**src/rtl/cpu_axi_pkg.sv**
```systemverilog
// -----------------------------------------------------------------------------
// cpu_axi_pkg
// Shared AXI constants and types for the CPU-side AXI3 SRAM slave:
//   - channel widths (4-bit IDs, 32-bit address/data, 8-bit len)
//   - response codes, burst encodings, slave FSM state enum
//   - clamp_len(): limits a requested burst length to the supported maximum
// -----------------------------------------------------------------------------
package cpu_axi_pkg;

    localparam int ID_W   = 4;
    localparam int ADDR_W = 32;
    localparam int DATA_W = 32;
    localparam int STRB_W = DATA_W / 8;
    localparam int LEN_W  = 8;

    localparam logic [1:0] RESP_OKAY   = 2'b00;
    localparam logic [1:0] RESP_SLVERR = 2'b10;

    typedef enum logic [1:0] {
        BURST_FIXED = 2'b00,
        BURST_INCR  = 2'b01,
        BURST_WRAP  = 2'b10
    } burst_e;

    typedef enum logic [1:0] {
        ST_IDLE,
        ST_RD,
        ST_WR,
        ST_WRESP
    } state_e;

    function automatic logic [LEN_W-1:0] clamp_len(input logic [LEN_W-1:0] len,
                                                   input logic [LEN_W-1:0] max_len);
        return (len > max_len) ? max_len : len;
    endfunction

endpackage

```
**src/rtl/axi_sram_slave_if.sv**
```systemverilog
// -----------------------------------------------------------------------------
// axi_sram_slave_if
// AXI3 bus bundle between the CPU master and the SRAM slave: AR, R, AW, W, B.
//   master modport: drives AR/AW/W payloads+valids, rready, bready
//   slave  modport: drives arready/awready/wready, R and B payloads+valids
// arlock/arcache/arprot and their AW twins are carried but not interpreted.
// -----------------------------------------------------------------------------
interface axi_sram_slave_if;
    import cpu_axi_pkg::*;

    // AR channel
    logic [ID_W-1:0]   arid;
    logic [ADDR_W-1:0] araddr;
    logic [LEN_W-1:0]  arlen;
    logic [2:0]        arsize;
    logic [1:0]        arburst;
    logic [1:0]        arlock;
    logic [3:0]        arcache;
    logic [2:0]        arprot;
    logic              arvalid;
    logic              arready;
    // R channel
    logic [ID_W-1:0]   rid;
    logic [DATA_W-1:0] rdata;
    logic [1:0]        rresp;
    logic              rlast;
    logic              rvalid;
    logic              rready;
    // AW channel
    logic [ID_W-1:0]   awid;
    logic [ADDR_W-1:0] awaddr;
    logic [LEN_W-1:0]  awlen;
    logic [2:0]        awsize;
    logic [1:0]        awburst;
    logic [1:0]        awlock;
    logic [3:0]        awcache;
    logic [2:0]        awprot;
    logic              awvalid;
    logic              awready;
    // W channel
    logic [ID_W-1:0]   wid;
    logic [DATA_W-1:0] wdata;
    logic [STRB_W-1:0] wstrb;
    logic              wlast;
    logic              wvalid;
    logic              wready;
    // B channel
    logic [ID_W-1:0]   bid;
    logic [1:0]        bresp;
    logic              bvalid;
    logic              bready;

    modport master (
        output arid, araddr, arlen, arsize, arburst, arlock, arcache, arprot, arvalid,
        input  arready,
        input  rid, rdata, rresp, rlast, rvalid,
        output rready,
        output awid, awaddr, awlen, awsize, awburst, awlock, awcache, awprot, awvalid,
        input  awready,
        output wid, wdata, wstrb, wlast, wvalid,
        input  wready,
        input  bid, bresp, bvalid,
        output bready
    );

    modport slave (
        input  arid, araddr, arlen, arsize, arburst, arlock, arcache, arprot, arvalid,
        output arready,
        output rid, rdata, rresp, rlast, rvalid,
        input  rready,
        input  awid, awaddr, awlen, awsize, awburst, awlock, awcache, awprot, awvalid,
        output awready,
        input  wid, wdata, wstrb, wlast, wvalid,
        output wready,
        output bid, bresp, bvalid,
        input  bready
    );

endinterface

```
**src/rtl/axi_addr_gen.sv**
```systemverilog
// -----------------------------------------------------------------------------
// axi_addr_gen
// Combinational next-beat byte address for a burst.
//   addr      in  32  current beat address
//   size      in  3   AXI size; sizes above 4 bytes step by one word
//   burst     in  2   FIXED holds the address; INCR/WRAP (and reserved) increment
//   next_addr out 32  address of the following beat, wraps modulo 2^32
// -----------------------------------------------------------------------------
module axi_addr_gen
    import cpu_axi_pkg::*;
(
    input  logic [ADDR_W-1:0] addr,
    input  logic [2:0]        size,
    input  logic [1:0]        burst,
    output logic [ADDR_W-1:0] next_addr
);

    logic [ADDR_W-1:0] step;

    always_comb begin
        step      = (size > 3'd2) ? ADDR_W'(4) : (ADDR_W'(1) << size);
        // WRAP is deliberately treated as INCR; no wrap boundary is computed.
        next_addr = (burst == BURST_FIXED) ? addr : addr + step;
    end

endmodule

```
**src/rtl/axi_sram_slave.sv**
```systemverilog
// -----------------------------------------------------------------------------
// axi_sram_slave
// AXI3 slave serving one read or write burst at a time from a synchronous
// single-port SRAM (one-cycle read latency, read data held until next access).
//   aclk, areset  clock and asynchronous active-high reset
//   axi           slave side of the AXI bus (AR/R/AW/W/B)
//   sram_en       SRAM access strobe
//   sram_we       byte write enables, 0 = read
//   sram_addr     SRAM word address (AXI byte address bits [ADDR_WIDTH+1:2])
//   sram_wdata    write data
//   sram_rdata    read data, valid the cycle after a read strobe
// Simultaneous AR/AW requests are granted round-robin, reads first after reset.
// Lengths above MAX_LEN are clamped and answered with SLVERR.
// -----------------------------------------------------------------------------
module axi_sram_slave
    import cpu_axi_pkg::*;
#(
    parameter int ADDR_WIDTH = 14,
    parameter int MAX_LEN    = 15
) (
    input  logic                  aclk,
    input  logic                  areset,
    axi_sram_slave_if.slave       axi,
    output logic                  sram_en,
    output logic [STRB_W-1:0]     sram_we,
    output logic [ADDR_WIDTH-1:0] sram_addr,
    output logic [DATA_W-1:0]     sram_wdata,
    input  logic [DATA_W-1:0]     sram_rdata
);

    localparam logic [LEN_W-1:0] MAX_LEN_L = LEN_W'(MAX_LEN);

    state_e            state_q,   state_d;
    logic [ID_W-1:0]   id_q,      id_d;
    logic [ADDR_W-1:0] addr_q,    addr_d;
    logic [LEN_W-1:0]  len_q,     len_d;
    logic [LEN_W-1:0]  cnt_q,     cnt_d;      // beats issued (RD) or written (WR)
    logic [2:0]        size_q,    size_d;
    logic [1:0]        burst_q,   burst_d;
    logic              err_q,     err_d;
    logic              rvalid_q,  rvalid_d;
    logic              rlast_q,   rlast_d;
    logic              bvalid_q,  bvalid_d;
    logic              prio_rd_q, prio_rd_d;  // 1: read wins the next AR/AW tie

    logic [ADDR_W-1:0] next_addr;
    logic              grant_rd, grant_wr;

    axi_addr_gen u_addr_gen (
        .addr      (addr_q),
        .size      (size_q),
        .burst     (burst_q),
        .next_addr (next_addr)
    );

    // NOTE: every output of this block gets a default first, so no path can leave a
    // signal unassigned and infer a latch.
    always_comb begin
        state_d     = state_q;
        id_d        = id_q;
        addr_d      = addr_q;
        len_d       = len_q;
        cnt_d       = cnt_q;
        size_d      = size_q;
        burst_d     = burst_q;
        err_d       = err_q;
        rvalid_d    = rvalid_q;
        rlast_d     = rlast_q;
        bvalid_d    = bvalid_q;
        prio_rd_d   = prio_rd_q;
        grant_rd    = 1'b0;
        grant_wr    = 1'b0;
        axi.arready = 1'b0;
        axi.awready = 1'b0;
        axi.wready  = 1'b0;
        sram_en     = 1'b0;
        sram_we     = '0;

        unique case (state_q)
            ST_IDLE: begin
                grant_rd    = axi.arvalid && (prio_rd_q || !axi.awvalid);
                grant_wr    = axi.awvalid && !grant_rd;
                axi.arready = grant_rd;
                axi.awready = grant_wr;
                cnt_d       = '0;
                rlast_d     = 1'b0;
                if (grant_rd) begin
                    id_d      = axi.arid;
                    addr_d    = axi.araddr;
                    len_d     = clamp_len(axi.arlen, MAX_LEN_L);
                    size_d    = axi.arsize;
                    burst_d   = axi.arburst;
                    err_d     = (axi.arlen > MAX_LEN_L) || (axi.arsize > 3'd2);
                    prio_rd_d = 1'b0;
                    state_d   = ST_RD;
                end else if (grant_wr) begin
                    id_d      = axi.awid;
                    addr_d    = axi.awaddr;
                    len_d     = clamp_len(axi.awlen, MAX_LEN_L);
                    size_d    = axi.awsize;
                    burst_d   = axi.awburst;
                    err_d     = (axi.awlen > MAX_LEN_L) || (axi.awsize > 3'd2);
                    prio_rd_d = 1'b1;
                    state_d   = ST_WR;
                end
            end

            ST_RD: begin
                // Only read when the R slot is empty or draining, so the SRAM output
                // (and hence rdata) stays put while the master stalls.
                sram_en = (cnt_q <= len_q) && (!rvalid_q || axi.rready);
                if (rvalid_q && axi.rready) begin
                    rvalid_d = 1'b0;
                end
                if (sram_en) begin
                    rvalid_d = 1'b1;
                    rlast_d  = (cnt_q == len_q);
                    cnt_d    = cnt_q + 8'd1;
                    addr_d   = next_addr;
                end
                if (rvalid_q && axi.rready && rlast_q) begin
                    rlast_d = 1'b0;
                    state_d = ST_IDLE;
                end
            end

            ST_WR: begin
                axi.wready = 1'b1;
                if (axi.wvalid) begin
                    // Beats beyond len+1 are absorbed without touching the SRAM.
                    if (cnt_q <= len_q) begin
                        sram_en = 1'b1;
                        sram_we = axi.wstrb;
                        cnt_d   = cnt_q + 8'd1;
                        addr_d  = next_addr;
                    end
                    if (axi.wlast != (cnt_q == len_q)) begin
                        err_d = 1'b1;
                    end
                    if (axi.wlast) begin
                        bvalid_d = 1'b1;
                        state_d  = ST_WRESP;
                    end
                end
            end

            ST_WRESP: begin
                if (axi.bready) begin
                    bvalid_d = 1'b0;
                    state_d  = ST_IDLE;
                end
            end

            default: state_d = ST_IDLE;
        endcase
    end

    // NOTE: state flops use non-blocking assignments so every flop samples the
    // pre-edge value of the others, matching real hardware.
    always_ff @(posedge aclk or posedge areset) begin
        if (areset) begin
            state_q   <= ST_IDLE;
            id_q      <= '0;
            addr_q    <= '0;
            len_q     <= '0;
            cnt_q     <= '0;
            size_q    <= '0;
            burst_q   <= '0;
            err_q     <= 1'b0;
            rvalid_q  <= 1'b0;
            rlast_q   <= 1'b0;
            bvalid_q  <= 1'b0;
            prio_rd_q <= 1'b1;
        end else begin
            state_q   <= state_d;
            id_q      <= id_d;
            addr_q    <= addr_d;
            len_q     <= len_d;
            cnt_q     <= cnt_d;
            size_q    <= size_d;
            burst_q   <= burst_d;
            err_q     <= err_d;
            rvalid_q  <= rvalid_d;
            rlast_q   <= rlast_d;
            bvalid_q  <= bvalid_d;
            prio_rd_q <= prio_rd_d;
        end
    end

    assign axi.rvalid = rvalid_q;
    assign axi.rlast  = rlast_q;
    assign axi.rid    = id_q;
    assign axi.rdata  = sram_rdata;
    assign axi.rresp  = err_q ? RESP_SLVERR : RESP_OKAY;
    assign axi.bvalid = bvalid_q;
    assign axi.bid    = id_q;
    assign axi.bresp  = err_q ? RESP_SLVERR : RESP_OKAY;

    assign sram_addr  = addr_q[ADDR_WIDTH+1:2];
    assign sram_wdata = axi.wdata;

    // Attributes and wid are accepted but intentionally ignored.
    logic unused_inputs;
    assign unused_inputs = ^{axi.arlock, axi.arcache, axi.arprot,
                             axi.awlock, axi.awcache, axi.awprot, axi.wid};

endmodule

```
**src/flat_wrapper.sv**
```systemverilog
// flat-port wrapper written by rule: the top's interface ports become plain ports
module axi_sram_slave_flat import cpu_axi_pkg::*;
#(
    parameter int ADDR_WIDTH = 14,
    parameter int MAX_LEN    = 15
)
  (aclk, areset, sram_en, sram_we, sram_addr, sram_wdata, sram_rdata, axi_arid, axi_araddr, axi_arlen, axi_arsize, axi_arburst, axi_arlock, axi_arcache, axi_arprot, axi_arvalid, axi_arready, axi_rid, axi_rdata, axi_rresp, axi_rlast, axi_rvalid, axi_rready, axi_awid, axi_awaddr, axi_awlen, axi_awsize, axi_awburst, axi_awlock, axi_awcache, axi_awprot, axi_awvalid, axi_awready, axi_wid, axi_wdata, axi_wstrb, axi_wlast, axi_wvalid, axi_wready, axi_bid, axi_bresp, axi_bvalid, axi_bready);
  axi_sram_slave_if axi_i ();
  input  logic aclk;
  input  logic areset;
  output logic sram_en;
  output logic [STRB_W-1:0] sram_we;
  output logic [ADDR_WIDTH-1:0] sram_addr;
  output logic [DATA_W-1:0] sram_wdata;
  input  logic [DATA_W-1:0] sram_rdata;
  input wire logic [$bits(axi_i.arid)-1:0] axi_arid;
  input wire logic [$bits(axi_i.araddr)-1:0] axi_araddr;
  input wire logic [$bits(axi_i.arlen)-1:0] axi_arlen;
  input wire logic [$bits(axi_i.arsize)-1:0] axi_arsize;
  input wire logic [$bits(axi_i.arburst)-1:0] axi_arburst;
  input wire logic [$bits(axi_i.arlock)-1:0] axi_arlock;
  input wire logic [$bits(axi_i.arcache)-1:0] axi_arcache;
  input wire logic [$bits(axi_i.arprot)-1:0] axi_arprot;
  input wire logic [$bits(axi_i.arvalid)-1:0] axi_arvalid;
  output wire logic [$bits(axi_i.arready)-1:0] axi_arready;
  output wire logic [$bits(axi_i.rid)-1:0] axi_rid;
  output wire logic [$bits(axi_i.rdata)-1:0] axi_rdata;
  output wire logic [$bits(axi_i.rresp)-1:0] axi_rresp;
  output wire logic [$bits(axi_i.rlast)-1:0] axi_rlast;
  output wire logic [$bits(axi_i.rvalid)-1:0] axi_rvalid;
  input wire logic [$bits(axi_i.rready)-1:0] axi_rready;
  input wire logic [$bits(axi_i.awid)-1:0] axi_awid;
  input wire logic [$bits(axi_i.awaddr)-1:0] axi_awaddr;
  input wire logic [$bits(axi_i.awlen)-1:0] axi_awlen;
  input wire logic [$bits(axi_i.awsize)-1:0] axi_awsize;
  input wire logic [$bits(axi_i.awburst)-1:0] axi_awburst;
  input wire logic [$bits(axi_i.awlock)-1:0] axi_awlock;
  input wire logic [$bits(axi_i.awcache)-1:0] axi_awcache;
  input wire logic [$bits(axi_i.awprot)-1:0] axi_awprot;
  input wire logic [$bits(axi_i.awvalid)-1:0] axi_awvalid;
  output wire logic [$bits(axi_i.awready)-1:0] axi_awready;
  input wire logic [$bits(axi_i.wid)-1:0] axi_wid;
  input wire logic [$bits(axi_i.wdata)-1:0] axi_wdata;
  input wire logic [$bits(axi_i.wstrb)-1:0] axi_wstrb;
  input wire logic [$bits(axi_i.wlast)-1:0] axi_wlast;
  input wire logic [$bits(axi_i.wvalid)-1:0] axi_wvalid;
  output wire logic [$bits(axi_i.wready)-1:0] axi_wready;
  output wire logic [$bits(axi_i.bid)-1:0] axi_bid;
  output wire logic [$bits(axi_i.bresp)-1:0] axi_bresp;
  output wire logic [$bits(axi_i.bvalid)-1:0] axi_bvalid;
  input wire logic [$bits(axi_i.bready)-1:0] axi_bready;
  assign axi_i.arid = axi_arid;
  assign axi_i.araddr = axi_araddr;
  assign axi_i.arlen = axi_arlen;
  assign axi_i.arsize = axi_arsize;
  assign axi_i.arburst = axi_arburst;
  assign axi_i.arlock = axi_arlock;
  assign axi_i.arcache = axi_arcache;
  assign axi_i.arprot = axi_arprot;
  assign axi_i.arvalid = axi_arvalid;
  assign axi_arready = axi_i.arready;
  assign axi_rid = axi_i.rid;
  assign axi_rdata = axi_i.rdata;
  assign axi_rresp = axi_i.rresp;
  assign axi_rlast = axi_i.rlast;
  assign axi_rvalid = axi_i.rvalid;
  assign axi_i.rready = axi_rready;
  assign axi_i.awid = axi_awid;
  assign axi_i.awaddr = axi_awaddr;
  assign axi_i.awlen = axi_awlen;
  assign axi_i.awsize = axi_awsize;
  assign axi_i.awburst = axi_awburst;
  assign axi_i.awlock = axi_awlock;
  assign axi_i.awcache = axi_awcache;
  assign axi_i.awprot = axi_awprot;
  assign axi_i.awvalid = axi_awvalid;
  assign axi_awready = axi_i.awready;
  assign axi_i.wid = axi_wid;
  assign axi_i.wdata = axi_wdata;
  assign axi_i.wstrb = axi_wstrb;
  assign axi_i.wlast = axi_wlast;
  assign axi_i.wvalid = axi_wvalid;
  assign axi_wready = axi_i.wready;
  assign axi_bid = axi_i.bid;
  assign axi_bresp = axi_i.bresp;
  assign axi_bvalid = axi_i.bvalid;
  assign axi_i.bready = axi_bready;
  axi_sram_slave #(.ADDR_WIDTH(ADDR_WIDTH), .MAX_LEN(MAX_LEN)) u_core (.aclk(aclk), .areset(areset), .axi(axi_i), .sram_en(sram_en), .sram_we(sram_we), .sram_addr(sram_addr), .sram_wdata(sram_wdata), .sram_rdata(sram_rdata));
endmodule
```
**config.mk**
```make
export PLATFORM = sky130hd
export DESIGN_NAME = axi_sram_slave_flat
export DESIGN_NICKNAME = d
export VERILOG_FILES = /design/src/rtl/cpu_axi_pkg.sv /design/src/rtl/axi_sram_slave_if.sv /design/src/rtl/axi_addr_gen.sv /design/src/rtl/axi_sram_slave.sv /design/src/flat_wrapper.sv
export SDC_FILE = /design/constraint.sdc
export NUM_CORES = 1
export LEC_CHECK = 0
export BUFFER_PORTS_ARGS = -buffer_cell sky130_fd_sc_hd__buf_2
export CAP_MARGIN = 15
export CORE_AREA = 8 8 111 113
export CTS_BUF_LIST = sky130_fd_sc_hd__clkbuf_4
export CTS_CLUSTER_SIZE = 14
export DETAILED_ROUTE_END_ITERATION = 12
export DIE_AREA = 0 0 119 121
export PLACE_DENSITY = 0.85
export RECOVER_POWER = 100
export SLEW_MARGIN = 40
export SYNTH_ARGS = -nofsm -noshare
export SYNTH_HDL_FRONTEND = slang
export SYNTH_SLANG_ARGS = --single-unit
```
**constraint.sdc**
```tcl
create_clock -name aclk -period 8.5 [get_ports aclk]
set_clock_uncertainty 0.2 [all_clocks]
set_input_delay 1.275 -clock aclk [delete_from_list [all_inputs] [get_ports aclk]]
set_output_delay 1.275 -clock aclk [all_outputs]
set_load 0.1 [all_outputs]
```
### Word-level counts from Yosys, hierarchy flattened

Index checks and enable logic that the tools add are counted.

| word-level totals | value |
|---|---|
| register bits after elaboration | 64 |
| bits of input ports | 196 |
| output and inout bits | 101 |
| logic and storage cells | 118 |

| operators by class | value |
|---|---|
| add/sub/neg operators | 2 |
| $lt $le $gt $ge | 6 |
| equality and inequality tests | 14 |
| shift operators | 1 |
| multiplexer cells | 55 |
| reductions and logical operators | 28 |

Operator list:

| cell | number |
|---|---|
| 32-bit 2-to-1 mux | 7 |
| 32-bit one-hot mux with 3 select lines | 1 |
| 8-bit 2-to-1 mux | 7 |
| 32-bit adder | 1 |
| 1-bit by 3-bit << shifter with 32-bit output, first input constant | 1 |
| 8-bit one-hot mux with 3 select lines | 1 |
| 4-bit 2-to-1 mux | 5 |
| 1-bit 2-to-1 mux | 18 |
| 2-bit 2-to-1 mux | 9 |
| 8-bit by 4-bit > comparator with 1-bit output, second input constant | 2 |
| 4-bit AND reduction | 3 |
| 5-bit AND reduction | 2 |
| 2-bit nonzero test | 5 |
| 3-bit by 2-bit > comparator with 1-bit output, second input constant | 3 |
| 8-bit by 1-bit adder with 8-bit output, second input constant | 1 |
| 8-bit == test | 1 |
| 8-bit <= comparator | 1 |
| 2-bit by 1-bit inequality test with 1-bit output, second input constant | 4 |
| 1-bit one-hot mux with 2 select lines | 4 |
| 2-bit one-hot mux with 4 select lines | 1 |
| 3-bit 2-to-1 mux | 2 |
| 2-bit inequality test, second input constant | 3 |
| 3-bit by 1-bit inequality test with 1-bit output, second input constant | 2 |
| 2-bit AND reduction | 3 |
| 8 further kinds | 19 |

### Logic depth before layout (Yosys ltp)

Gate-level depths: netlist of the first run.

| depth | value |
|---|---|
| word-level depth | 8 |
| depth in mapped cells | 11 |
| mapped depth without buffers | 10 |

### Hierarchy

Synthesis of the first run repeated with hierarchy kept, for this count alone.

| unflattened totals | value |
|---|---|
| cell total of the unflattened synthesis | 618 |
| area, all modules | 5525.3 um^2 |

Modules (own cells, without submodules):

| module | instances | cells an instance | area each (um^2) | seq. area each (um^2) |
|---|---|---|---|---|
| axi_sram_slave | 1 | 484 | 4610.7 | 1602.8 |
| axi_addr_gen | 1 | 134 | 914.6 | 0.0 |

### Worst setup path after synthesis of the first run

No wires, ideal clock.

| timing path | value |
|---|---|
| kind | input-to-output |
| start point | input port axi_awvalid |
| end point | output port axi_awready |
| arrival | 4.180 ns |
| required time | 7.025 ns |
| path slack | 2.845 ns |
| stages | 6 |
| path buffers | 3 |
| cell sequence | inv_1 > o21a_1 > buf_2 > buf_1 > buf_2 > nor3_1 |

| between the ends | value |
|---|---|
| cells in the longest elaborated chain, start to end | 6 |

Ends and longest elaborated chain:

| what | RTL line | source |
|---|---|---|
| from (decl) | flat_wrapper.sv:40 | `input wire logic [$bits(axi_i.awvalid)-1:0] axi_awvalid;` |
| 1-bit zero test | axi_sram_slave.sv:81 | `grant_rd = axi.arvalid && (prio_rd_q \|\| !axi.awvalid);` |
| 1-bit logical OR | axi_sram_slave.sv:81 |  |
| 1-bit logical AND | axi_sram_slave.sv:81 |  |
| 1-bit zero test | axi_sram_slave.sv:82 | `grant_wr = axi.awvalid && !grant_rd;` |
| 1-bit logical AND (*) | axi_sram_slave.sv:82 |  |
| 1-bit 2-to-1 mux (*) | axi_sram_slave.sv:79 | `unique case (state_q)` |
| to (decl) | flat_wrapper.sv:41 | `output wire logic [$bits(axi_i.awready)-1:0] axi_awready;` |

Mark *: on every way between the ends. The rest lies on a longest branch, timed or not.

### Worst setup path after layout of the first run

| timing path | value |
|---|---|
| start point | register u_core.cnt_q[5] |
| end point | output port sram_en |

| between the ends | value |
|---|---|
| cells in the longest elaborated chain, start to end | 4 |
| elaborated cells between the ends (all ways) | 5 |
| those cells by class | 1 x order compare; 3 x mux; 1 x reduce/logical |

Ends and longest elaborated chain:

| what | RTL line | source |
|---|---|---|
| from (decl) | axi_sram_slave.sv:37 | `logic [LEN_W-1:0] cnt_q, cnt_d;` |
| from (signal assigned) | axi_sram_slave.sv:179 | `cnt_q <= cnt_d;` |
| 8-bit <= comparator (*) | axi_sram_slave.sv:111, axi_sram_slave.sv:131 |  |
| 1-bit 2-to-1 mux | axi_sram_slave.sv:131 | `if (cnt_q <= len_q) begin` |
| 1-bit 2-to-1 mux | axi_sram_slave.sv:129 | `if (axi.wvalid) begin` |
| 1-bit one-hot mux with 2 select lines (*) | axi_sram_slave.sv:79 |  |
| to (decl) | flat_wrapper.sv:11 | `output logic sram_en;` |

Marks and branches as above.

==> metrics.txt, run 1 <==
# TYPE chip_impl_metric gauge
chip_impl_info{name="status",value="complete, but fails checks"} 1
chip_impl_info{name="violated_checks",value="max-capacitance violations, max-slew violations"} 1
chip_impl_metric{name="gr-usage-all-layers",unit="%"} 13.4
chip_impl_metric{name="antenna_found_initial",unit=""} 1
chip_impl_metric{name="internal_power",unit="µW"} 784
chip_impl_metric{name="layout-drive-gt1-share",unit="%"} 20.0
chip_impl_metric{name="synth-seq-cells",unit=""} 48
chip_impl_metric{name="clk_pin_slew",unit="ns"} 0.16
chip_impl_metric{name="fin_setup_tns",unit="ns"} 0
chip_impl_metric{name="postLayoutSetupSlackWorst",unit="ns"} 3.65
chip_impl_metric{name="layout_worst_path_cycle_share",unit="%"} 57.1
chip_impl_info{name="mostFrequentLayoutCell",value="sky130_fd_sc_hd__buf_2"} 1
chip_impl_metric{name="hold-worst-slack",unit="ns"} 0.300
chip_impl_metric{name="instances_no_fill",unit=""} 642
chip_impl_info{name="ys_dominant_reg_cell",value="sky130_fd_sc_hd__dfrtp_1"} 1
chip_impl_metric{name="vias",unit=""} 3389
chip_impl_metric{name="grt-ovfl-total",unit=""} 0
chip_impl_metric{name="ant_nets",unit=""} 0
chip_impl_metric{name="dp_cells",unit=""} 633
chip_impl_metric{name="timing.reg2reg.setup_slack",unit="ns"} 5.08
chip_impl_metric{name="die_area",unit="mm²"} 0.0144
chip_impl_metric{name="ys_seq_area_share",unit="%"} 29.4
chip_impl_metric{name="starting_utilization_of_the_core_area",unit="%"} 38.6
chip_impl_info{name="leading_cell_types_in_the_layout_fill_and_taps_excluded",value="sky130_fd_sc_hd__buf_2, sky130_fd_sc_hd__nand2_1, sky130_fd_sc_hd__dfrtp_1, sky130_fd_sc_hd__o21ai_0, sky130_fd_sc_hd__clkbuf_1"} 1
chip_impl_metric{name="grt_pass1_wl",unit="mm"} 16.1
chip_impl_metric{name="ys_async_rst_share",unit="%"} 100
chip_impl_metric{name="first_pass_iters",unit=""} 5
chip_impl_metric{name="pre_cts_ws",unit="ns"} 4.32
chip_impl_metric{name="nNetsFinal",unit=""} 719
chip_impl_metric{name="rr_worst_depth",unit=""} 6
chip_impl_metric{name="floorplan.rows",unit=""} 38
chip_impl_metric{name="clk_path_buf_depth",unit=""} 2
chip_impl_metric{name="dp.final_hpwl",unit="mm"} 7.71
chip_impl_metric{name="mappedNetlistArea",unit="mm²"} 0.00409
chip_impl_metric{name="grt_max_degree",unit=""} 57
chip_impl_metric{name="combPwrFrac",unit="%"} 70.5
chip_impl_metric{name="postRouteWirelength",unit="mm"} 10.0
chip_impl_metric{name="areaGrowthSynthToFinish",unit="%"} 1.90
chip_impl_metric{name="power_leakage",unit="µW"} 0.00195
chip_impl_metric{name="drc_errors",unit=""} 0
chip_impl_metric{name="synth.avg_cell_area",unit="µm²"} 8.50
chip_impl_info{name="grt_setup_unrepaired",value="false"} 1
chip_impl_metric{name="number_of_flops_mapped_to_enable_cells_by_yosys",unit=""} 0
chip_impl_metric{name="clkPwrFrac",unit="%"} 9.0
chip_impl_info{name="crit_path_start_kind",value="register"} 1
chip_impl_metric{name="timing.final.max_slew_violations",unit=""} 77
chip_impl_info{name="hold_class",value="register to register"} 1
chip_impl_metric{name="vdd.ir_drop.worst",unit="mV"} 0.358
chip_impl_info{name="critical_path.endpoint_type",value="output pin"} 1
chip_impl_metric{name="critical_path.max_fanout",unit=""} 6
chip_impl_metric{name="final_hold_violating_endpoints",unit=""} 0
chip_impl_metric{name="die_h",unit="µm"} 121
chip_impl_metric{name="cts.repair.resized",unit=""} 0
chip_impl_metric{name="critical_path_arrival",unit="ns"} 3.38
chip_impl_metric{name="switching_power_summed_over_all_nets",unit="µW"} 1170
chip_impl_metric{name="die_w",unit="µm"} 119
chip_impl_metric{name="cts_setup_buffers",unit=""} 0
chip_impl_info{name="cts_root_buf",value="sky130_fd_sc_hd__clkbuf_4"} 1
chip_impl_metric{name="synth-warning-count",unit=""} 0
chip_impl_metric{name="route.detailed.wl_per_inst",unit="µm"} 15.6
chip_impl_metric{name="seq_power_share",unit="%"} 20.5
chip_impl_metric{name="final_critical_delay_including_setup_and_external_delays",unit="ns"} 4.85
chip_impl_metric{name="num_io_pins",unit=""} 297
chip_impl_metric{name="port-buffer-count",unit=""} 112
chip_impl_metric{name="cts_htree_levels",unit=""} 2
chip_impl_metric{name="netSwitchingFraction",unit="%"} 59.9
chip_impl_info{name="timing.setup.critical_path_class",value="register to output pin"} 1
chip_impl_metric{name="vias_per_instance",unit=""} 5.28
chip_impl_metric{name="total_cts_buffers",unit=""} 5
chip_impl_metric{name="drt-initial-drc-count",unit=""} 203
chip_impl_metric{name="worst_slew_pin_slew",unit="ns"} 2.23
chip_impl_metric{name="post-route-util",unit="%"} 39.3
chip_impl_info{name="cts_tree",value="done"} 1
chip_impl_metric{name="core-area",unit="mm²"} 0.0106
chip_impl_metric{name="post_synth_num_cell_types",unit=""} 56
chip_impl_metric{name="vias_in_the_first_global_route",unit=""} 3277
chip_impl_metric{name="required",unit="ns"} 7.03
chip_impl_metric{name="cts_hold_buffers",unit=""} 0
chip_impl_metric{name="cellPowerDensity",unit="mW/mm²"} 470
chip_impl_metric{name="worstSkewPairLatency",unit="ns"} 0.38
chip_impl_metric{name="maxCapViolCount",unit=""} 2
chip_impl_metric{name="syn-instance-count",unit=""} 481
chip_impl_metric{name="gpl.final_weighted_congestion",unit=""} 0.829
chip_impl_metric{name="cts.sinks",unit=""} 48
chip_impl_metric{name="worst_slew_margin_rel",unit="%"} -49.6
chip_impl_metric{name="timing.final.setup_violations",unit=""} 0
chip_impl_metric{name="max_clock_freq",unit="MHz"} 206
chip_impl_metric{name="hold-path-cell-count",unit=""} 2
==> power by group through the flow <==
stage / Clock, µW / Sequential (µW) / Combinational [µW]
2_1_floorplan: 0 / 492 / 1300
3_3_place_gp: 0 / 401 / 1390
3_5_place_dp: 0 / 403 / 1410
4_1_cts: 181 / 399 / 1410
5_1_grt: 187 / 414 / 1490
6_report: 176 / 400 / 1380
==> synthesized netlist by cell type, types with 4 or more instances <==
| library cell | count | share of area (%) |
|---|---|---|
| sky130_fd_sc_hd__nand3b_1 | 5 | 0.92 |
| sky130_fd_sc_hd__and2_1 | 11 | 1.7 |
| sky130_fd_sc_hd__nor2_1 | 12 | 1.1 |
| sky130_fd_sc_hd__inv_1 | 20 | 1.8 |
| sky130_fd_sc_hd__and3_1 | 7 | 1.1 |
| sky130_fd_sc_hd__a21oi_1 | 21 | 2.6 |
| sky130_fd_sc_hd__o22ai_1 | 7 | 1.1 |
| sky130_fd_sc_hd__buf_4 | 86 | 16 |
| sky130_fd_sc_hd__a21o_1 | 7 | 1.3 |
| sky130_fd_sc_hd__nand2_1 | 58 | 5.3 |
| sky130_fd_sc_hd__a211oi_1 | 12 | 2.2 |
| sky130_fd_sc_hd__o221ai_1 | 5 | 1.1 |
| sky130_fd_sc_hd__nand3_1 | 4 | 0.49 |
| sky130_fd_sc_hd__mux2i_1 | 20 | 4.9 |
| sky130_fd_sc_hd__mux2_2 | 8 | 2.2 |
| sky130_fd_sc_hd__dfrtp_1 | 47 | 29 |
| sky130_fd_sc_hd__ha_1 | 22 | 6.7 |
| sky130_fd_sc_hd__o22a_1 | 8 | 1.7 |
| sky130_fd_sc_hd__nor2b_1 | 4 | 0.61 |
| sky130_fd_sc_hd__o21ai_0 | 39 | 4.8 |
| sky130_fd_sc_hd__a31oi_1 | 6 | 0.92 |
| sky130_fd_sc_hd__clkbuf_1 | 17 | 1.6 |
| sky130_fd_sc_hd__o211ai_1 | 4 | 0.73 |
==> critical path: stages (launching register included) <==
cell and delay [ns]:
sky130_fd_sc_hd__dfrtp_1 0.46, sky130_fd_sc_hd__ha_1 0.32, sky130_fd_sc_hd__and4_1 0.27, sky130_fd_sc_hd__nand2b_4 0.09, sky130_fd_sc_hd__and2_4 0.14, sky130_fd_sc_hd__nor4_1 0.59, sky130_fd_sc_hd__a31oi_1 0.08, sky130_fd_sc_hd__nor2b_1 0.15
sky130_fd_sc_hd__clkbuf_1 0.90
==> layout make-up <==
type | count | area (µm²)
antenna | 1 | 2.50
clock buffer | 5 | 37.5
timing repair buffer | 115 | 531
clock inverter | 3 | 68.8
sequential | 48 | 1200
fill | 1070 | 6440
multi-input combinational | 310 | 2070
tap | 140 | 175
inverter | 20 | 76.3
==> state kept, by name, indices dropped and copies added, names as in the netlist <==
name	cells
u_core.addr_q	16
u_core.cnt_q	8
u_core.len_q	8
u_core.axi.bid	4
u_core.size_q	3
u_core.burst_q	2
u_core.state_q	2
u_core.axi.bvalid	1
u_core.axi.rlast	1
u_core.axi.rvalid	1
u_core.err_q	1
u_core.prio_rd_q	1
==> metrics by stage <==
stage | power [µW] | instance area, µm²
after floorplan | 1790 | 4110
after global placement | 1790 | 4110
after detailed placement | 1810 | 4110
after CTS | 1990 | 4220
after global routing | 2100 | 4170
final | 1960 | 4170
==> path summary, 6_finish.rpt <==
path | from | endpoint
min in group asynchronous | areset | u_core.addr_q[2]
min reg2reg | u_core.burst_q[0] | u_core.burst_q[0]
max in group asynchronous | areset | u_core.addr_q[5]
max | u_core.cnt_q[5] | sram_en
min | u_core.burst_q[0] | u_core.burst_q[0]
max reg2reg | u_core.prio_rd_q | u_core.err_q
==> per-layer routing <==
layer / track usage [%] / vias to the layer above / part of all wire (%)
li1: - / 1636 / -
met1: 15.2 / 1567 / 42
met2: 23.0 / 156 / 48
met3: 3.68 / 30 / 7.3
met4: 6.32 / 0 / 2.5
met5: 0 / - / 0
==> cells by family (layout without fill, tap and decap cells) <==
| family | count (synthesis) | count (layout) | share of synthesized area, % |
|---|---|---|---|
| AO/OA/AOI/OAI | 127 | 127 | 20.1 |
| other | 1 | 8 | 0.0917 |
| flip-flops | 48 | 48 | 29.4 |
| AND/OR/NAND/NOR | 118 | 118 | 14.1 |
| buffers and inverters | 129 | 143 | 20.4 |
| XOR/XNOR | 6 | 6 | 1.29 |
| adder cells (fa/ha/maj) | 23 | 23 | 7.22 |
| multiplexers | 29 | 29 | 7.47 |
Power figures use the tool's default switching activity.
==> run 2, diff against run 1 <==
- CORE_AREA: 8 8 111 113 -> 8 8 113 115
- DIE_AREA: 0 0 119 121 -> 0 0 121 123
- PLACE_DENSITY: 0.85 -> 0.86
- clock period: 8.5 -> 4.27 ns (I/O delays scaled with it)
==> run 2 against run 1 <==
Effect of this change:
- the flow still finishes with violations (max-capacitance violations, max-slew violations)
- global-route usage hardly changed
- flip-flop and latch count stayed put
- clock-buffer cell count stayed put
- sequential power grew 99%
- critical endpoint unchanged
==> metrics.txt, run 2 (synthesized netlist as in run 1, its figures left out) <==
# TYPE chip_impl_metric gauge
chip_impl_info{name="worst_hold_path.endpoint",value="u_core.prio_rd_q"} 1
chip_impl_metric{name="port-buffer-count",unit=""} 112
chip_impl_info{name="hold_class",value="primary input to register"} 1
chip_impl_metric{name="clk_path_buf_depth",unit=""} 2
chip_impl_metric{name="critical_path_arrival",unit="ns"} 2.97
chip_impl_metric{name="first_pass_iters",unit=""} 4
chip_impl_metric{name="drt-initial-drc-count",unit=""} 169
chip_impl_info{name="crit_path_start_kind",value="register"} 1
chip_impl_metric{name="die_area",unit="mm²"} 0.0149
chip_impl_metric{name="layout-drive-gt1-share",unit="%"} 21.5
chip_impl_info{name="reg2reg_from",value="u_core.state_q[0]"} 1
chip_impl_metric{name="max_clock_freq",unit="MHz"} 262
chip_impl_metric{name="worst_slew_pin_slew",unit="ns"} 2.58
chip_impl_metric{name="largest_reg_flops",unit=""} 16
chip_impl_info{name="critical_path.endpoint_type",value="output pin"} 1
chip_impl_metric{name="antenna_found_initial",unit=""} 0
chip_impl_info{name="timing.critical_path.cells",value="ha_1 > nor2b_1 > o211ai_1 > a21oi_1 > nor4_1 > a31oi_1 > nor2b_2 > clkbuf_2"} 1
chip_impl_info{name="reg.largest.list",value="u_core.addr_q x16, u_core.cnt_q x8, u_core.len_q x8"} 1
chip_impl_info{name="violated_checks",value="max-capacitance violations, max-slew violations"} 1
chip_impl_info{name="timing.setup.critical_path_class",value="register to output pin"} 1
chip_impl_metric{name="timing.reg2reg.setup_slack",unit="ns"} 0.83
chip_impl_metric{name="postRouteWirelength",unit="mm"} 10.1
chip_impl_metric{name="vias_per_instance",unit=""} 5.21
chip_impl_metric{name="cpPeakStageDelay",unit="ns"} 0.56
chip_impl_info{name="cp_top_family",value="simple AND/OR/NAND/NOR gates"} 1
chip_impl_metric{name="floorplan.rows",unit=""} 39
chip_impl_metric{name="timing.final.setup_violations",unit=""} 0
chip_impl_metric{name="cts_htree_levels",unit=""} 2
chip_impl_info{name="leading_cell_types_in_the_layout_fill_and_taps_excluded",value="sky130_fd_sc_hd__buf_2, sky130_fd_sc_hd__nand2_1, sky130_fd_sc_hd__dfrtp_1, sky130_fd_sc_hd__o21ai_0, sky130_fd_sc_hd__clkbuf_1"} 1
chip_impl_metric{name="final_hold_violating_endpoints",unit=""} 0
chip_impl_metric{name="core-area",unit="mm²"} 0.0111
chip_impl_info{name="timing.critical_path.slowest_stage_cell",value="sky130_fd_sc_hd__nor4_1"} 1
chip_impl_metric{name="layout_worst_path_cycle_share",unit="%"} 89.3
chip_impl_metric{name="vdd.ir_drop.worst",unit="mV"} 0.547
chip_impl_metric{name="gr-usage-all-layers",unit="%"} 13.4
chip_impl_info{name="cts_root_buf",value="sky130_fd_sc_hd__clkbuf_4"} 1
chip_impl_metric{name="drc_errors",unit=""} 0
chip_impl_metric{name="required",unit="ns"} 3.43
chip_impl_metric{name="die_w",unit="µm"} 121
chip_impl_info{name="holdCritStartpoint",value="axi_arvalid"} 1
chip_impl_metric{name="cp_bufs_invs",unit=""} 1
chip_impl_metric{name="cts.repair.resized",unit=""} 0
chip_impl_info{name="largest_register",value="u_core.addr_q"} 1
chip_impl_metric{name="power_leakage",unit="µW"} 0.00196
chip_impl_metric{name="postLayoutSetupSlackWorst",unit="ns"} 0.457
chip_impl_metric{name="grt_max_degree",unit=""} 57
chip_impl_metric{name="die_h",unit="µm"} 123
chip_impl_metric{name="grt-ovfl-total",unit=""} 0
chip_impl_metric{name="final_critical_delay_including_setup_and_external_delays",unit="ns"} 3.81
chip_impl_metric{name="cts.sinks",unit=""} 48
chip_impl_metric{name="critical_path.max_fanout",unit=""} 5
chip_impl_metric{name="rr_worst_depth",unit=""} 6
chip_impl_metric{name="fill_cells",unit=""} 1148
chip_impl_metric{name="num_antenna_cells",unit=""} 0
chip_impl_metric{name="nNetsFinal",unit=""} 720
chip_impl_metric{name="pre_cts_ws",unit="ns"} 0.960
chip_impl_metric{name="worst_slew_margin_rel",unit="%"} -74.1
chip_impl_metric{name="vias",unit=""} 3362
chip_impl_metric{name="total_cts_buffers",unit=""} 5
chip_impl_metric{name="num_io_pins",unit=""} 297
chip_impl_info{name="mostFrequentLayoutCell",value="sky130_fd_sc_hd__buf_2"} 1
chip_impl_metric{name="timing.final.max_slew_violations",unit=""} 109
chip_impl_info{name="grt_setup_unrepaired",value="false"} 1
chip_impl_metric{name="grt_pass1_wl",unit="mm"} 16.0
chip_impl_metric{name="cts_setup_buffers",unit=""} 0
chip_impl_info{name="status",value="complete, but fails checks"} 1
chip_impl_metric{name="fin_setup_tns",unit="ns"} 0
chip_impl_info{name="cts_tree",value="done"} 1
chip_impl_metric{name="cellPowerDensity",unit="mW/mm²"} 926
chip_impl_metric{name="starting_utilization_of_the_core_area",unit="%"} 36.9
chip_impl_metric{name="route.detailed.wl_per_inst",unit="µm"} 15.7
chip_impl_metric{name="vias_in_the_first_global_route",unit=""} 3254
chip_impl_metric{name="hold-path-cell-count",unit=""} 2
chip_impl_metric{name="areaGrowthSynthToFinish",unit="%"} 1.99
chip_impl_metric{name="clk_pin_slew",unit="ns"} 0.16
chip_impl_metric{name="instances_no_fill",unit=""} 645
chip_impl_metric{name="worstSkewPairLatency",unit="ns"} 0.38
chip_impl_info{name="critical_path.reg2reg.endpoint",value="u_core.addr_q[6]"} 1
chip_impl_metric{name="gpl.final_weighted_congestion",unit=""} 0.831
chip_impl_metric{name="dp_cells",unit=""} 637
chip_impl_metric{name="maxCapViolCount",unit=""} 3
chip_impl_metric{name="ant_nets",unit=""} 0
chip_impl_metric{name="cts_hold_buffers",unit=""} 0
chip_impl_metric{name="dp.final_hpwl",unit="mm"} 7.69
[run 2: changes by cell type in the layout (fill, tap and decap cells not counted), sizes merged]
cell	previous run	this run
clkinvlp	1	2
diode	1	0
clkbuf	43	42
bufinv	2	1
buf	77	79
[run 2: final cells by class]
cell class / instances / area [µm²] / share of cell area, %
Tap cell: 143 / 179 / 4.29
Clock buffer: 5 / 37.5 / 0.900
Timing Repair Buffer: 116 / 548 / 13.1
Inverter: 20 / 76.3 / 1.83
Clock inverter: 3 / 46.3 / 1.11
Multi-Input combinational cell: 310 / 2080 / 49.9
Sequential cell: 48 / 1200 / 28.8
[run 2: power by group]
group	leakage [µW]	internal (µW)	switching, µW
registers	0.000588	648	148
clock network	0.0000418	125	169
logic	0.00133	736	2030
[run 2: layer usage]
layer / vias up / global-route usage (%) / part of all wire (%)
met1: 1582 / 16.4 / 44
met4: 0 / 4.76 / 1.8
met2: 112 / 22.6 / 49
met3: 25 / 3.01 / 5.3
li1: 1643 / - / -
met5: - / 0 / 0
[run 2: through the flow]
stage	total power [µW]	cell area, µm²	hold WS, ns	util [%]
detailed placement	3640	4150	0.262	37.4
floorplan	3580	4120	0.242	-
global placement	3590	4140	0.253	37.3
finish	3860	4170	0.255	37.6
global route	4140	4170	0.241	37.6
CTS	3940	4230	0.133	38.2
[run 2: how the worst max path moves through the flow]
stage	startpoint	to	slack (ns)	cells past startpoint
3_3_place_gp	u_core.cnt_q[3]	sram_en	1.03	8
6_report	u_core.cnt_q[1]	sram_en	0.46	8
3_5_place_dp	u_core.cnt_q[3]	sram_en	0.96	8
4_1_cts	u_core.cnt_q[3]	sram_en	0.49	8
5_1_grt	u_core.cnt_q[1]	sram_en	0.27	8
2_1_floorplan	u_core.state_q[0]	sram_en	0.35	7
[run 2: worst reg2reg max path: cells and delay by family, from the launching register on]
kind,cells,cell delay (ns)
and+or+nand+nor,1,0.97
adders and majority gates,1,0.37
buffers and inverters,1,0.13
muxes,1,0.44
DFF,1,0.43
AOI/OAI and AO/OA,2,0.81
==> run 3, diff against run 2 <==
- ABC_AREA: default -> 1
- CORE_AREA: 8 8 113 115 -> 8 8 114 116
- DIE_AREA: 0 0 121 123 -> 0 0 122 124
==> run 3 against run 2 <==
Effect of this change:
- the run still ends with max-capacitance violations, max-slew violations left
- global-route usage increased by 1.1 points
- area after synthesis increased by 4.3%
- fmax rose by 6.8%
- wire length up 10%
- first-iteration DRC count down 22%
- flip-flop and latch count did not move
- via count rose by 12%
- worst hold slack worse by 0.10 ns
- core utilization grew 0.89 points
- non-clock buffer count is 1 higher
- clock power up 18%
- final cell count rose by 22%
==> metrics.txt, run 3 <==
# TYPE chip_impl_metric gauge
chip_impl_info{name="hold_class",value="primary input to async pin"} 1
chip_impl_metric{name="floorplan.rows",unit=""} 39
chip_impl_metric{name="ys_async_rst_share",unit="%"} 100
chip_impl_metric{name="cpPeakStageDelay",unit="ns"} 0.88
chip_impl_metric{name="max_clock_freq",unit="MHz"} 280
chip_impl_metric{name="port-buffer-count",unit=""} 112
chip_impl_metric{name="number_of_flops_mapped_to_enable_cells_by_yosys",unit=""} 0
chip_impl_metric{name="dp.final_hpwl",unit="mm"} 8.59
chip_impl_metric{name="grt_pass1_wl",unit="mm"} 17.6
chip_impl_info{name="grt_setup_unrepaired",value="false"} 1
chip_impl_info{name="crit_path_start_kind",value="register"} 1
chip_impl_metric{name="grt-ovfl-total",unit=""} 0
chip_impl_metric{name="gpl.final_weighted_congestion",unit=""} 0.858
chip_impl_metric{name="cts_hold_buffers",unit=""} 0
chip_impl_metric{name="synth-seq-cells",unit=""} 48
chip_impl_metric{name="cellPowerDensity",unit="mW/mm²"} 905
chip_impl_info{name="cts_tree",value="done"} 1
chip_impl_metric{name="post-route-util",unit="%"} 38.5
chip_impl_metric{name="timing.reg2reg.setup_slack",unit="ns"} 1.11
chip_impl_info{name="critical-path-top-cell-by-count",value="sky130_fd_sc_hd__inv_1"} 1
chip_impl_info{name="netlist_top_cells_count",value="sky130_fd_sc_hd__nand2_1, sky130_fd_sc_hd__buf_4, sky130_fd_sc_hd__nor2_1"} 1
chip_impl_info{name="ys_dominant_reg_cell",value="sky130_fd_sc_hd__dfrtp_1"} 1
chip_impl_metric{name="multiplexer_fraction_of_the_synthesized_cell_area",unit="%"} 0
chip_impl_metric{name="synth-xor-area-share",unit="%"} 1.03
chip_impl_metric{name="synth_simple_gate_area_share",unit="%"} 27.6
chip_impl_info{name="reg.largest.list",value="u_core.addr_q x16, u_core.cnt_q x8, u_core.len_q x8"} 1
chip_impl_metric{name="syn-instance-count",unit=""} 611
chip_impl_metric{name="drt-initial-drc-count",unit=""} 131
chip_impl_metric{name="cts.sinks",unit=""} 48
chip_impl_metric{name="power_leakage",unit="µW"} 0.00229
chip_impl_metric{name="required",unit="ns"} 3.43
chip_impl_metric{name="final_hold_violating_endpoints",unit=""} 0
chip_impl_metric{name="met2RoutedLength",unit="mm"} 5.26
chip_impl_metric{name="vias_per_instance",unit=""} 4.82
chip_impl_metric{name="mappedNetlistArea",unit="mm²"} 0.00426
chip_impl_metric{name="ys_seq_area_share",unit="%"} 28.2
chip_impl_metric{name="vias",unit=""} 3780
chip_impl_metric{name="worst_slew_pin_slew",unit="ns"} 1.83
chip_impl_metric{name="num_io_pins",unit=""} 297
chip_impl_metric{name="grt_max_degree",unit=""} 34
chip_impl_info{name="timing.setup.critical_path_class",value="register to output pin"} 1
chip_impl_metric{name="layout-drive-gt1-share",unit="%"} 16.6
chip_impl_metric{name="synth.top_cell.area_share",unit="%"} 27.6
chip_impl_metric{name="gr-usage-all-layers",unit="%"} 14.4
chip_impl_metric{name="largest_reg_flops",unit=""} 16
chip_impl_metric{name="core-area",unit="mm²"} 0.0112
chip_impl_metric{name="critical_path.max_fanout",unit=""} 12
chip_impl_metric{name="power.total",unit="µW"} 3900
chip_impl_metric{name="starting_utilization_of_the_core_area",unit="%"} 38.1
chip_impl_info{name="timing.critical_path.from",value="u_core.state_q[0]"} 1
chip_impl_metric{name="fin_setup_tns",unit="ns"} 0
chip_impl_metric{name="cp_bufs_invs",unit=""} 4
chip_impl_metric{name="postRouteWirelength",unit="mm"} 11.2
chip_impl_metric{name="total_cts_buffers",unit=""} 5
chip_impl_metric{name="synth.avg_cell_area",unit="µm²"} 6.98
chip_impl_metric{name="final_critical_delay_including_setup_and_external_delays",unit="ns"} 3.57
chip_impl_metric{name="wirelength_met1",unit="mm"} 4.66
chip_impl_metric{name="layout_worst_path_cycle_share",unit="%"} 83.6
chip_impl_metric{name="wl_met3",unit="µm"} 992
chip_impl_metric{name="areaGrowthSynthToFinish",unit="%"} 0.998
chip_impl_info{name="post-synth-top-count-cell",value="sky130_fd_sc_hd__nand2_1"} 1
chip_impl_metric{name="antenna_found_initial",unit=""} 1
chip_impl_metric{name="maxCapViolCount",unit=""} 1
chip_impl_metric{name="die_area",unit="mm²"} 0.0151
chip_impl_metric{name="critical_path_arrival",unit="ns"} 2.73
chip_impl_metric{name="die_h",unit="µm"} 124
chip_impl_metric{name="ant_nets",unit=""} 0
chip_impl_metric{name="worstSkewPairLatency",unit="ns"} 0.38
chip_impl_metric{name="postLayoutSetupSlackWorst",unit="ns"} 0.699
chip_impl_metric{name="cts.repair.resized",unit=""} 0
chip_impl_info{name="synth_area_leader_cell",value="sky130_fd_sc_hd__dfrtp_1"} 1
chip_impl_metric{name="synth_adder_area_share",unit="%"} 6.93
chip_impl_info{name="critical_path.reg2reg.endpoint",value="u_core.addr_q[6]"} 1
chip_impl_metric{name="worst_slew_margin_rel",unit="%"} -21.9
chip_impl_metric{name="synth_area_in_compound_gates",unit="%"} 13.7
chip_impl_metric{name="vias_in_the_first_global_route",unit=""} 3677
chip_impl_metric{name="vdd.ir_drop.worst",unit="mV"} 0.636
chip_impl_metric{name="timing.final.max_slew_violations",unit=""} 34
chip_impl_metric{name="drc_errors",unit=""} 0
chip_impl_info{name="largest_register",value="u_core.addr_q"} 1
chip_impl_info{name="timing.critical_path.cells",value="inv_1 > ha_1 > inv_1 > a21oi_1 > inv_1 > nor2_1 > clkbuf_1"} 1
chip_impl_metric{name="first_pass_iters",unit=""} 4
chip_impl_metric{name="cts_htree_levels",unit=""} 2
chip_impl_info{name="status",value="complete, but fails checks"} 1
chip_impl_info{name="leading_cell_types_in_the_layout_fill_and_taps_excluded",value="sky130_fd_sc_hd__nand2_1, sky130_fd_sc_hd__buf_2, sky130_fd_sc_hd__nor2_1, sky130_fd_sc_hd__inv_1, sky130_fd_sc_hd__dfrtp_1"} 1
chip_impl_metric{name="post_synth_num_cell_types",unit=""} 41
chip_impl_info{name="mostFrequentLayoutCell",value="sky130_fd_sc_hd__nand2_1"} 1
chip_impl_metric{name="clk_path_buf_depth",unit=""} 2
chip_impl_metric{name="die_w",unit="µm"} 122
chip_impl_metric{name="rr_worst_depth",unit=""} 11
chip_impl_info{name="reg2reg_from",value="u_core.cnt_q[7]"} 1
chip_impl_metric{name="nNetsFinal",unit=""} 858
chip_impl_info{name="violated_checks",value="max-capacitance violations, max-slew violations"} 1
chip_impl_info{name="synth_top_family_by_area",value="simple AND/OR/NAND/NOR gates"} 1
chip_impl_metric{name="pre_cts_ws",unit="ns"} 1.33
chip_impl_metric{name="timing.final.setup_violations",unit=""} 0
chip_impl_metric{name="route.detailed.wl_per_inst",unit="µm"} 14.2
chip_impl_metric{name="clk_pin_slew",unit="ns"} 0.17
chip_impl_info{name="timing.critical_path.slowest_stage_cell",value="sky130_fd_sc_hd__clkbuf_1"} 1
chip_impl_info{name="cts_root_buf",value="sky130_fd_sc_hd__clkbuf_4"} 1
chip_impl_info{name="cp_top_family",value="buffers and inverters"} 1
chip_impl_info{name="synthTopCellsByArea",value="sky130_fd_sc_hd__dfrtp_1, sky130_fd_sc_hd__buf_4, sky130_fd_sc_hd__nand2_1"} 1
chip_impl_info{name="critical_path.endpoint_type",value="output pin"} 1
chip_impl_metric{name="synth-warning-count",unit=""} 0
chip_impl_info{name="dr.max_layer_used",value="met4"} 1
chip_impl_metric{name="cts_setup_buffers",unit=""} 0
[run 3: cell types whose count changed after synthesis, moves of 12 or more]
cell	before	now
sky130_fd_sc_hd__inv_1	20	57
sky130_fd_sc_hd__a211oi_1	12	0
sky130_fd_sc_hd__nor2_1	12	73
sky130_fd_sc_hd__clkbuf_1	17	4
sky130_fd_sc_hd__a21oi_1	21	39
sky130_fd_sc_hd__nand2_1	58	140
sky130_fd_sc_hd__mux2i_1	20	0
sky130_fd_sc_hd__nand3_1	4	36
[run 3: how the worst max path moves through the flow]
stage / to / slack, ns / cells past startpoint
after floorplan: sram_en / 0.18 / 4
after global placement: sram_en / 1.33 / 6
after detailed placement: sram_en / 1.33 / 6
after CTS: sram_en / 0.86 / 6
after global routing: axi_awready / 0.49 / 7
final: axi_awready / 0.70 / 7
[run 3: worst reg2reg max path, delay by kind of cell (launching register included)]
kind / cells / cell delay (ns)
AND/OR/NAND/NOR: 10 / 2.14
flip-flops: 1 / 0.44
adder cells (fa/ha/maj): 1 / 0.34
[run 3: report_power, final]
group / internal, µW / leakage (µW) / switching, µW / total [µW]
Sequential: 647 / 0.000588 / 159 / 806
Clock: 184 / 0.0000558 / 163 / 348
Combinational: 583 / 0.00164 / 2160 / 2740
Total: 1410 / 0.00229 / 2480 / 3900
[run 3: layout make-up]
type	instances	area, µm²
clock inverter	3	68.8
inverter	58	218
fill	1168	6870
antenna	1	2.50
clock buffer	5	37.5
sequential	48	1200
multi-input combinational	409	2040
timing repair buffer	117	553
tap	143	179
[run 3: cell families after synthesis]
logic type                 count (synthesis)
DFF                                       48
and+or+nand+nor                          273
buffers and inverters                    160
adders and majority gates                 23
other                                      1
xor gates and xnor gates                   5
AOI/OAI and AO/OA                        101
[run 3: per-stage QoR]
| stage | instances | area, µm² | hold slack [ns] |
|---|---|---|---|
| 2_1_floorplan | 617 | 4290 | 0.254 |
| 3_3_place_gp | 775 | 4330 | 0.272 |
| 3_5_place_dp | 775 | 4330 | 0.280 |
| 4_1_cts | 783 | 4430 | 0.0256 |
| 5_1_grt | 784 | 4310 | 0.194 |
| 6_report | 784 | 4310 | 0.150 |
[run 3: metal layers]
metal  vias up  GRT usage (%)
li1       1922              -
met5         -              0
met4         0           4.93
met3        20           4.26
met2       135           25.2
met1      1703           16.5
